File: src/rtl/mem_pkg.sv
// Shared widths, FSM encoding and request layout for the memory request front-end.
package mem_pkg;

  localparam int unsigned MEM_AW = 12;
  localparam int unsigned MEM_DW = 8;

  typedef enum logic {
    ST_INIT = 1'b0,
    ST_RUN  = 1'b1
  } state_t;

  // Request FIFO entry, MSB first: {wr, add, din}
  typedef struct packed {
    logic              wr;
    logic [MEM_AW-1:0] add;
    logic [MEM_DW-1:0] din;
  } mem_req_t;

  function automatic int unsigned req_width(input int unsigned aw, input int unsigned dw);
    return 1 + aw + dw;
  endfunction

endpackage

File: src/rtl/mem_req_ctrl_sync_fifo.sv
// Single-clock FIFO with extra-MSB pointers; push when full / pop when empty are ignored.
module sync_fifo #(
  parameter int unsigned W     = 8,
  parameter int unsigned DEPTH = 4
) (
  input  logic                     clk,
  input  logic                     rst,
  input  logic                     push,
  input  logic [W-1:0]             din,
  input  logic                     pop,
  output logic [W-1:0]             dout,
  output logic                     full,
  output logic                     empty,
  output logic [$clog2(DEPTH):0]   count
);

  localparam int unsigned PW = $clog2(DEPTH);

  logic [W-1:0] mem [DEPTH];
  logic [PW:0]  wp;
  logic [PW:0]  rp;
  logic         do_push;
  logic         do_pop;

  assign do_push = push & ~full;
  assign do_pop  = pop & ~empty;

  always_ff @(posedge clk or negedge rst) begin
    if (!rst) begin
      wp <= '0;
      rp <= '0;
    end else begin
      if (do_push) wp <= wp + (PW+1)'(1);
      if (do_pop)  rp <= rp + (PW+1)'(1);
    end
  end

  // Storage needs no reset; pointers define what is valid.
  always_ff @(posedge clk) begin
    if (do_push) mem[wp[PW-1:0]] <= din;
  end

  assign count = wp - rp;
  assign full  = (count == (PW+1)'(DEPTH));
  assign empty = (wp == rp);
  assign dout  = mem[rp[PW-1:0]];

endmodule

File: src/rtl/mem_req_ctrl.sv
// Request front-end for the 4K x 8 memory: buffers commands, issues one access per
// cycle, returns read data in order, and optionally zero-fills the array after reset.
module mem_req_ctrl
  import mem_pkg::*;
#(
  parameter int unsigned AW         = MEM_AW,
  parameter int unsigned DW         = MEM_DW,
  parameter int unsigned DEPTH      = 4,
  parameter int unsigned RD_LAT     = 1,
  parameter int unsigned INIT_CLEAR = 1
) (
  input  logic          clk,
  input  logic          rst,
  input  logic          req_valid,
  output logic          req_ready,
  input  logic          req_wr,
  input  logic [AW-1:0] req_add,
  input  logic [DW-1:0] req_din,
  output logic          rsp_valid,
  input  logic          rsp_ready,
  output logic [DW-1:0] rsp_data,
  output logic          busy,
  output logic          cen,
  output logic          rd,
  output logic          wr,
  output logic [AW-1:0] add,
  output logic [DW-1:0] din,
  input  logic [DW-1:0] dout
);

  localparam int unsigned RW = req_width(AW, DW);
  localparam int unsigned PW = $clog2(DEPTH);
  localparam int unsigned OW = PW + 1;
  localparam int unsigned CW = PW + 2;
  localparam state_t      RST_ST = (INIT_CLEAR != 0) ? ST_INIT : ST_RUN;

  state_t              state, state_d;
  logic [AW:0]         clr_cnt, clr_cnt_d;
  logic                cen_d, rd_d, wr_d;
  logic [AW-1:0]       add_d;
  logic [DW-1:0]       din_d;
  logic [RD_LAT-1:0]   rd_pipe;
  logic [OW-1:0]       out_cnt;

  logic [RW-1:0]       req_head;
  logic                req_full, req_empty, req_push, req_pop;
  logic [OW-1:0]       req_cnt;
  logic                head_wr;
  logic [AW-1:0]       head_add;
  logic [DW-1:0]       head_din;

  logic [DW-1:0]       rsp_head;
  logic                rsp_full, rsp_empty, rsp_push, rsp_pop;
  logic [OW-1:0]       rsp_cnt;

  logic                credit_ok, issue, rd_issue;
  logic [CW-1:0]       req_cnt_nxt, rsp_cnt_nxt, out_cnt_nxt;
  logic                ready_d, busy_d;

  assign req_push = req_valid & req_ready & ~req_full;
  assign head_wr  = req_head[RW-1];
  assign head_add = req_head[AW+DW-1:DW];
  assign head_din = req_head[DW-1:0];

  sync_fifo #(.W(RW), .DEPTH(DEPTH)) u_req_fifo (
    .clk   (clk),
    .rst   (rst),
    .push  (req_push),
    .din   ({req_wr, req_add, req_din}),
    .pop   (req_pop),
    .dout  (req_head),
    .full  (req_full),
    .empty (req_empty),
    .count (req_cnt)
  );

  assign rsp_push = rd_pipe[RD_LAT-1];
  assign rsp_pop  = rsp_valid & rsp_ready;

  sync_fifo #(.W(DW), .DEPTH(DEPTH)) u_rsp_fifo (
    .clk   (clk),
    .rst   (rst),
    .push  (rsp_push),
    .din   (dout),
    .pop   (rsp_pop),
    .dout  (rsp_head),
    .full  (rsp_full),
    .empty (rsp_empty),
    .count (rsp_cnt)
  );

  assign rsp_valid = ~rsp_empty;
  assign rsp_data  = rsp_empty ? '0 : rsp_head;

  // A read may issue only if its data is guaranteed a slot in the response FIFO.
  assign credit_ok = ~rsp_full & ((CW'(out_cnt) + CW'(rsp_cnt)) < CW'(DEPTH));
  assign issue     = (state == ST_RUN) & ~req_empty & (head_wr | credit_ok);
  assign rd_issue  = issue & ~head_wr;

  always_comb begin
    state_d   = state;
    clr_cnt_d = clr_cnt;
    cen_d     = 1'b0;
    rd_d      = 1'b0;
    wr_d      = 1'b0;
    add_d     = add;
    din_d     = din;
    req_pop   = 1'b0;
    case (state)
      ST_INIT: begin
        if (clr_cnt[AW]) begin
          state_d = ST_RUN;
        end else begin
          cen_d     = 1'b1;
          wr_d      = 1'b1;
          add_d     = clr_cnt[AW-1:0];
          din_d     = '0;
          clr_cnt_d = clr_cnt + (AW+1)'(1);
        end
      end
      ST_RUN: begin
        if (issue) begin
          cen_d   = 1'b1;
          rd_d    = ~head_wr;
          wr_d    = head_wr;
          add_d   = head_add;
          din_d   = head_wr ? head_din : '0;
          req_pop = 1'b1;
        end
      end
      default: state_d = RST_ST;
    endcase
  end

  // Next-cycle occupancies so req_ready and busy can be registered.
  always_comb begin
    req_cnt_nxt = CW'(req_cnt) + CW'(req_push) - CW'(req_pop);
    rsp_cnt_nxt = CW'(rsp_cnt) + CW'(rsp_push) - CW'(rsp_pop);
    out_cnt_nxt = CW'(out_cnt) + CW'(rd_issue) - CW'(rsp_push);
    ready_d     = (state_d == ST_RUN) & (req_cnt_nxt != CW'(DEPTH));
    busy_d      = (state_d == ST_INIT) | (req_cnt_nxt != '0) |
                  (out_cnt_nxt != '0) | (rsp_cnt_nxt != '0);
  end

  always_ff @(posedge clk or negedge rst) begin
    if (!rst) begin
      state     <= RST_ST;
      clr_cnt   <= '0;
      cen       <= 1'b0;
      rd        <= 1'b0;
      wr        <= 1'b0;
      add       <= '0;
      din       <= '0;
      rd_pipe   <= '0;
      out_cnt   <= '0;
      req_ready <= 1'b0;
      busy      <= (INIT_CLEAR != 0);
    end else begin
      state     <= state_d;
      clr_cnt   <= clr_cnt_d;
      cen       <= cen_d;
      rd        <= rd_d;
      wr        <= wr_d;
      add       <= add_d;
      din       <= din_d;
      rd_pipe[0] <= rd;
      for (int i = 1; i < int'(RD_LAT); i++) rd_pipe[i] <= rd_pipe[i-1];
      out_cnt   <= OW'(out_cnt_nxt);
      req_ready <= ready_d;
      busy      <= busy_d;
    end
  end

endmodule

File: config.mk
export PLATFORM = sky130hd
export DESIGN_NAME = mem_req_ctrl
export DESIGN_NICKNAME = d
export VERILOG_FILES = /design/src/rtl/mem_pkg.sv /design/src/rtl/mem_req_ctrl_sync_fifo.sv /design/src/rtl/mem_req_ctrl.sv
export SDC_FILE = /design/constraint.sdc
export NUM_CORES = 1
export LEC_CHECK = 0
export CAP_MARGIN = 20
export CORE_ASPECT_RATIO = 0.7
export CORE_MARGIN = 4
export CORE_UTILIZATION = 35
export CTS_BUF_LIST = sky130_fd_sc_hd__clkbuf_4 sky130_fd_sc_hd__clkbuf_8
export DETAILED_ROUTE_END_ITERATION = 6
export MAX_ROUTING_LAYER = met4
export PLACE_DENSITY = 0.6
export SLEW_MARGIN = 15
export SYNTH_ARGS = -nofsm -noshare
export SYNTH_HDL_FRONTEND = slang
export SYNTH_SLANG_ARGS = --single-unit
File: constraint.sdc
create_clock -name clk -period 7 [get_ports clk]
set_input_delay 1.4 -clock clk [delete_from_list [all_inputs] [get_ports clk]]
set_output_delay 1.4 -clock clk [all_outputs]
set_load 0.01 [all_outputs]
==> flow_metrics.env, run 1 <==
export IMPL_clock_path_buffers=2
export IMPL_fin_crit_sh=0.657
export IMPL_grt_pass1_wl_um=22400
export IMPL_hold_viol_final=0
export IMPL_htree_levels=4
export IMPL_fin_crit_ns=4.60
export IMPL_synth_fp_nets=481
export IMPL_worst_path_dominant_cell_family="adder cells"
export IMPL_postCtsHoldBufs=0
export IMPL_p_comb_frac=0.191
export IMPL_reg2regPathDepth=19
export IMPL_final_cells=780
export IMPL_p_switching_mw=0.583
export IMPL_vias_per_cell=4.77
export IMPL_die_h_um=129
export IMPL_max_cap_violations=0
export IMPL_rsz0062_at_grt="no"
export IMPL_hold_end="rd_pipe"
export IMPL_postCtsSetupBuffers=0
export IMPL_ys_types=44
export IMPL_synth_area_um2=7280
export IMPL_synth_top_area_share=0.479
export IMPL_slew_headroom=0.353
export IMPL_setup_viol=0
export IMPL_path_cells="ha_1 -> inv_1 -> fa_1 -> xor3_2 -> inv_1 -> ha_1 -> nor3_1 -> o211ai_2 -> nor3_1 -> inv_1 -> ha_1 -> inv_1 -> ha_1 -> inv_1 -> fa_1 -> inv_1 -> or4_1 -> nor4_1 -> nand4_1"
export IMPL_crit_required_ns=7.38
export IMPL_ctsRootBufferMaster="clkbuf_8"
export IMPL_crit_top_cell="inv_1"
export IMPL_timing_hold_ws_ns=0.414
export IMPL_worst_path_buf_inv=6
export IMPL_tritoncts="built"
export IMPL_worst_path_stages=19
export IMPL_rows=43
export IMPL_slowest_delay_ns=0.76
export IMPL_grt_max_degree=56
export IMPL_io_pins=67
export IMPL_antenna_left=0
export IMPL_synth_edf_count=116
export IMPL_ys_flop_type="edfxtp_1"
export IMPL_place_inst=748
export IMPL_drt_initial_drc_count=232
export IMPL_clkLatencyLatePin_ns=0.46
export IMPL_async_flop_share=0.322
export IMPL_n_antenna_cell=0
export IMPL_cts_sinks=171
export IMPL_grt_pass1_vias=4040
export IMPL_ys_seq_area_frac=0.668
export IMPL_crit_arrival_ns=4.98
export IMPL_ir_drop_mv=0.121
export IMPL_p_int_mw=1.57
export IMPL_power_density_nw_per_um2=249
export IMPL_area_delta_synth_final_pct=18.9
export IMPL_core_area_um2=20100
export IMPL_fin_nets=563
export IMPL_tightestPinTransition_ns=0.966
export IMPL_yosysWarnings=0
export IMPL_slew_viol_final=0
export IMPL_synth_most_common_cell="edfxtp_1"
export IMPL_place_congestion=0.720
export IMPL_start_kind="flip-flop"
export IMPL_path_class="flip-flop to flip-flop"
export IMPL_dr_pass1_iters=6
export IMPL_remaining_drc_errors=0
export IMPL_overflow=0
export IMPL_crit_path_max_fanout=11
export IMPL_start_util=0.362
export IMPL_hold_depth=0
export IMPL_yosys_area_top_type="edfxtp_1"
export IMPL_grt_usage=0.130
export IMPL_port_buffers=66
export IMPL_reg2reg_from="u_rsp_fifo.rp[0]"
export IMPL_wl_per_cell_um=17.9
export IMPL_yosys_top_cells_area="edfxtp_1 48%, dfrtp_1 19%, mux4_2 9.0%, ha_1 4.8%, xnor2_1 2.5%"
export IMPL_vias=3717
export IMPL_wl_um=13900
export IMPL_crit_slowest_cell="dfrtp_1"
export IMPL_r2r_slack_ns=2.40
export IMPL_max_freq_ghz=0.217
export IMPL_crit_path_end_kind="flip-flop"
export IMPL_ctsResizeCount=0
export IMPL_syn_inst=415
export IMPL_syn_avg_cell_area_um2=17.5
export IMPL_antenna_found_initial=0
export IMPL_worstHoldPathType="flip-flop to flip-flop"
export IMPL_power_frac_seq=0.520
export IMPL_die_area_um2=23200
export IMPL_status="completed"
export IMPL_cts_reportedPaths_clkPinSlew_ns=0.09
export IMPL_die_w_um=180
export IMPL_drive_above_1_share=0.216
export IMPL_dpl_hpwl_um=9570
export IMPL_cts_buffers=17
export IMPL_synth_common_cells="116 x edfxtp_1, 54 x dfrtp_1, 29 x mux4_2"
export IMPL_p_clk_frac=0.289
export IMPL_r2r_end="busy"
export IMPL_hp_start="rd"
export IMPL_p_leak_nw=3.20
export IMPL_ys_ff_latch=171
export IMPL_final_setup_tns_ns=0
export IMPL_clock_skew_ns=0.0152
export IMPL_swShare=0.270
## how the worst max path moves through the flow
stage	slack, ns	from	endpoint
6_report	2.40	u_rsp_fifo.rp[0]	busy
5_1_grt	2.08	u_rsp_fifo.rp[0]	busy
4_1_cts	2.38	u_rsp_fifo.rp[0]	busy
3_5_place_dp	2.41	u_rsp_fifo.rp[0]	busy
3_3_place_gp	2.52	u_rsp_fifo.rp[0]	busy
2_1_floorplan	2.86	u_rsp_fifo.rp[1]	busy
## through the flow
step / util / setup WS (ns) / total power [mW] / cell area [µm²]
detailed placement: 0.413 / 2.41 / 1.56 / 8300
CTS: 0.430 / 2.38 / 2.19 / 8650
global placement: 0.410 / 2.52 / 1.56 / 8260
global route: 0.430 / 2.08 / 2.28 / 8650
finish: 0.430 / 2.40 / 2.16 / 8650
floorplan: - / 2.86 / 1.41 / 7280
## worst register-to-register path: cells and delay by family (launching register included)
kind	cells	cell delay [ns]
buf+inv	6	0.35
fa+ha+maj	6	1.79
xor+xnor	1	0.29
compound gates	1	0.15
simple gates	5	1.19
flops	1	0.76
## placed cells by master (no fill, tap or decap), types with 6 or more instances in the layout
master,instances
mux4_2,29
clkdlybuf4s50_1,65
clkbuf_8,17
xnor2_1,21
mux2_4,10
nand2_1,11
and3_1,6
a21bo_2,8
buf_4,6
nand3_1,6
ha_1,28
nand4_1,10
xor2_1,8
and2_1,14
inv_1,26
edfxtp_1,116
mux2_2,13
dfrtp_1,54
## cell families after synthesis
logic type	synth area share
adder cells (fa/ha/maj)	0.0619
flip-flops	0.668
XOR/XNOR	0.0383
AO/OA/AOI/OAI	0.0292
AND/OR/NAND/NOR	0.0485
multiplexers	0.132
buffers and inverters	0.0222
## layout make-up
| class | instances | area, µm² |
|---|---|---|
| fill | 1805 | 11500 |
| clock inverter | 14 | 110 |
| sequential | 171 | 4860 |
| tap | 270 | 338 |
| clock buffer | 18 | 241 |
| timing repair buffer | 75 | 746 |
| multi-input combinational | 205 | 2250 |
| inverter | 27 | 101 |
## layer usage
layer	vias up	wire, µm	global-route usage
li1	1720	-	-
met1	1919	6840	0.174
met2	65	6470	0.195
met3	13	454	0.0384
met4	0	180	0.0396
met5	-	0	-
## power groups by stage
stage                     clock network (mW)  registers (mW)  logic (mW)
after floorplan                            0            1.12       0.290
after global placement                     0            1.14       0.412
after detailed placement                   0            1.15       0.417
after CTS                              0.645            1.12       0.420
after global routing                   0.697            1.13       0.461
final                                  0.625            1.12       0.411
## state kept, by name, indices dropped and copies added, names as in the netlist, 3 cells and up
name	cells
u_rsp_fifo.rp	3
u_req_fifo.mem	84
din	8
u_req_fifo.wp	3
add	12
out_cnt	3
clr_cnt	13
u_rsp_fifo.mem	32
u_rsp_fifo.wp	3
u_req_fifo.rp	3
(Power assumes the default switching activity.)
==> inputs of run 2 (changes only) <==
--- a/config.mk
+++ b/config.mk
@@ -12,7 +12,7 @@
 export CTS_BUF_LIST = sky130_fd_sc_hd__clkbuf_4 sky130_fd_sc_hd__clkbuf_8
 export DETAILED_ROUTE_END_ITERATION = 6
 export MAX_ROUTING_LAYER = met4
-export PLACE_DENSITY = 0.6
+export PLACE_DENSITY = 0.62
 export SLEW_MARGIN = 15
 export SYNTH_ARGS = -nofsm -noshare
 export SYNTH_HDL_FRONTEND = slang
==> constraint.sdc (replaced) <==
create_clock -name clk -period 4.1 [get_ports clk]
set_input_delay 0.82 -clock clk [delete_from_list [all_inputs] [get_ports clk]]
set_output_delay 0.82 -clock clk [all_outputs]
set_load 0.01 [all_outputs]
==> run 2 against run 1 <==
Effect of this change: power grew 82%; die area unchanged; global-route usage rose by 0.25 points; fmax is 13% higher; non-clock buffer count rose by 8; largest cell class unchanged; core utilization up 0.65 points; sequential share of layout area shrank 0.83 points; largest power group unchanged; final area is 1.5% higher; clock skew increased by 0.00065 ns; critical path depth rose by 1; sequential power rose by 68%; cell count rose by 1.0%.
==> flow_metrics.env, run 2 (synthesized netlist as in run 1, its figures left out) <==
export IMPL_fin_crit_ns=4.06
export IMPL_placed_cell_area_um2=8320
export IMPL_core_area_um2=20100
export IMPL_status="completed"
export IMPL_path_cells="inv_2 -> ha_4 -> inv_2 -> fa_2 -> xor3_2 -> inv_2 -> ha_4 -> nor3_4 -> o211ai_2 -> nor3_2 -> inv_1 -> ha_1 -> inv_1 -> ha_2 -> inv_2 -> fa_1 -> inv_1 -> or4_4 -> nor4_2 -> nand4_1"
export IMPL_clock_path_buffers=2
export IMPL_htree_levels=4
export IMPL_r2r_slack_ns=0.04
export IMPL_p_leak_nw=3.26
export IMPL_hold_viol_final=0
export IMPL_grt_max_degree=31
export IMPL_cts_sinks=171
export IMPL_worst_path_dominant_cell_family="adder cells"
export IMPL_start_kind="flip-flop"
export IMPL_slew_viol_final=0
export IMPL_crit_top_cell="inv_2"
export IMPL_die_h_um=129
export IMPL_remaining_drc_errors=0
export IMPL_final_setup_tns_ns=0
export IMPL_reg2regPathDepth=20
export IMPL_area_delta_synth_final_pct=20.7
export IMPL_vias=3781
export IMPL_worst_path_stages=20
export IMPL_power_density_nw_per_um2=448
export IMPL_ir_drop_mv=0.234
export IMPL_crit_required_ns=4.47
export IMPL_final_common_cell="edfxtp_1"
export IMPL_setup_viol=0
export IMPL_grt_usage=0.133
export IMPL_worstHoldPathType="primary input to async pin"
export IMPL_tritoncts="built"
export IMPL_overflow=0
export IMPL_start_util=0.362
export IMPL_final_cell_mix="116 x edfxtp_1, 65 x clkdlybuf4s50_1, 54 x dfrtp_1"
export IMPL_n_antenna_cell=0
export IMPL_antenna_found_initial=0
export IMPL_max_cap_violations=0
export IMPL_cts_buffers=17
export IMPL_grtUsageMet1=0.180
export IMPL_worst_path_buf_inv=7
export IMPL_crit_slowest_cell="fa_1"
export IMPL_port_buffers=66
export IMPL_grtUsageMet3=0.0365
export IMPL_path_class="flip-flop to flip-flop"
export IMPL_grt_pass1_wl_um=22900
export IMPL_grt_use_met2=0.200
export IMPL_clock_skew_ns=0.0159
export IMPL_io_pins=67
export IMPL_crit_arrival_ns=4.42
export IMPL_die_w_um=180
export IMPL_drt_initial_drc_count=186
export IMPL_crit_path_max_fanout=3
export IMPL_dpl_hpwl_um=9650
export IMPL_rows=43
export IMPL_largest_register_ffs=84
export IMPL_clkLatencyLatePin_ns=0.45
export IMPL_dr_pass1_iters=4
export IMPL_grt_pass1_vias=4113
export IMPL_crit_path_end_kind="flip-flop"
export IMPL_busiest_layer="met2"
export IMPL_final_area_um2=8780
export IMPL_ctsRootBufferMaster="clkbuf_8"
export IMPL_wl_per_cell_um=17.8
export IMPL_cts_reportedPaths_clkPinSlew_ns=0.10
export IMPL_antenna_left=0
export IMPL_drive_above_1_share=0.247
export IMPL_fin_crit_sh=0.989
export IMPL_place_congestion=0.766
export IMPL_timing_hold_ws_ns=0.398
export IMPL_slowest_delay_ns=0.47
export IMPL_fin_nets=571
export IMPL_vias_per_cell=4.80
export IMPL_max_freq_ghz=0.247
export IMPL_tightestPinTransition_ns=0.993
export IMPL_rsz0062_at_grt="yes"
export IMPL_slew_headroom=0.335
export IMPL_wl_um=14100
export IMPL_die_area_um2=23200
export IMPL_postCtsHoldBufs=0
==> run 2: changes by cell type in the layout (fill, tap and decap cells not counted), moves of 3 or more <==
cell	previous run	this run
buf_4	6	17
clkinv_4	5	0
inv_1	26	22
inv_2	1	5
buf_8	3	0
ha_1	28	25
inv_8	0	3
==> run 2: report_power, final <==
part,switching (mW),internal [mW]
combinational,0.393,0.492
sequential,0.0160,1.86
clock,0.664,0.506
total,1.07,2.86
==> run 2: what timing repair did <==
| item | 4_1_cts | 5_1_grt |
|---|---|---|
| gates cloned | 0 | 0 |
| pin swaps | 1 | 7 |
| gates resized for setup | 1 | 13 |
| setup endpoints to repair | 1 | 1 |
| setup buffers | 1 | 2 |
==> run 2: cell type report <==
cell class                      instances  area (µm²)
Multi-Input combinational cell        205        2310
Tap cell                              270         338
Clock inverter                         15         154
Inverter                               27         101
Timing Repair Buffer                   83         783
Sequential cell                       171        4860
Fill cell                            1750       11300
Clock buffer                           17         234
==> run 2: worst reg2reg max path: cells and delay by family (launching register included) <==
kind            cells  cell delay, ns
flops               1            0.42
buf+inv             7            0.41
xor+xnor            1            0.40
fa+ha+maj           6            1.63
simple gates        5            1.01
compound gates      1            0.11
==> run 2: routing by layer <==
metal / part of all wire / wire length (µm) / up-vias
met5: 0 / 0 / -
met4: 0.0093 / 131 / 0
met3: 0.044 / 613 / 8
met2: 0.47 / 6590 / 75
met1: 0.48 / 6730 / 1957
li1: - / - / 1741
==> run 2: worst paths after layout <==
path / endpoint / start
worst max-delay path: busy / u_rsp_fifo.wp[0]
worst min-delay path: add[2] / rst
worst max register to register: busy / u_rsp_fifo.wp[0]
worst min register to register: rd_pipe / rd
max in group asynchronous: clr_cnt[5] / rst
min in group clk: rd_pipe / rd
==> run 2: per-stage QoR <==
step	utilization	power [mW]	std cells	worst slack (ns)
6_report	0.436	3.93	788	0.0443
5_1_grt	0.436	4.14	788	-0.145
4_1_cts	0.433	3.90	786	0.0165
3_5_place_dp	0.413	2.71	753	-0.0624
3_3_place_gp	0.413	2.69	753	0.0886
2_1_floorplan	-	2.41	415	0.106
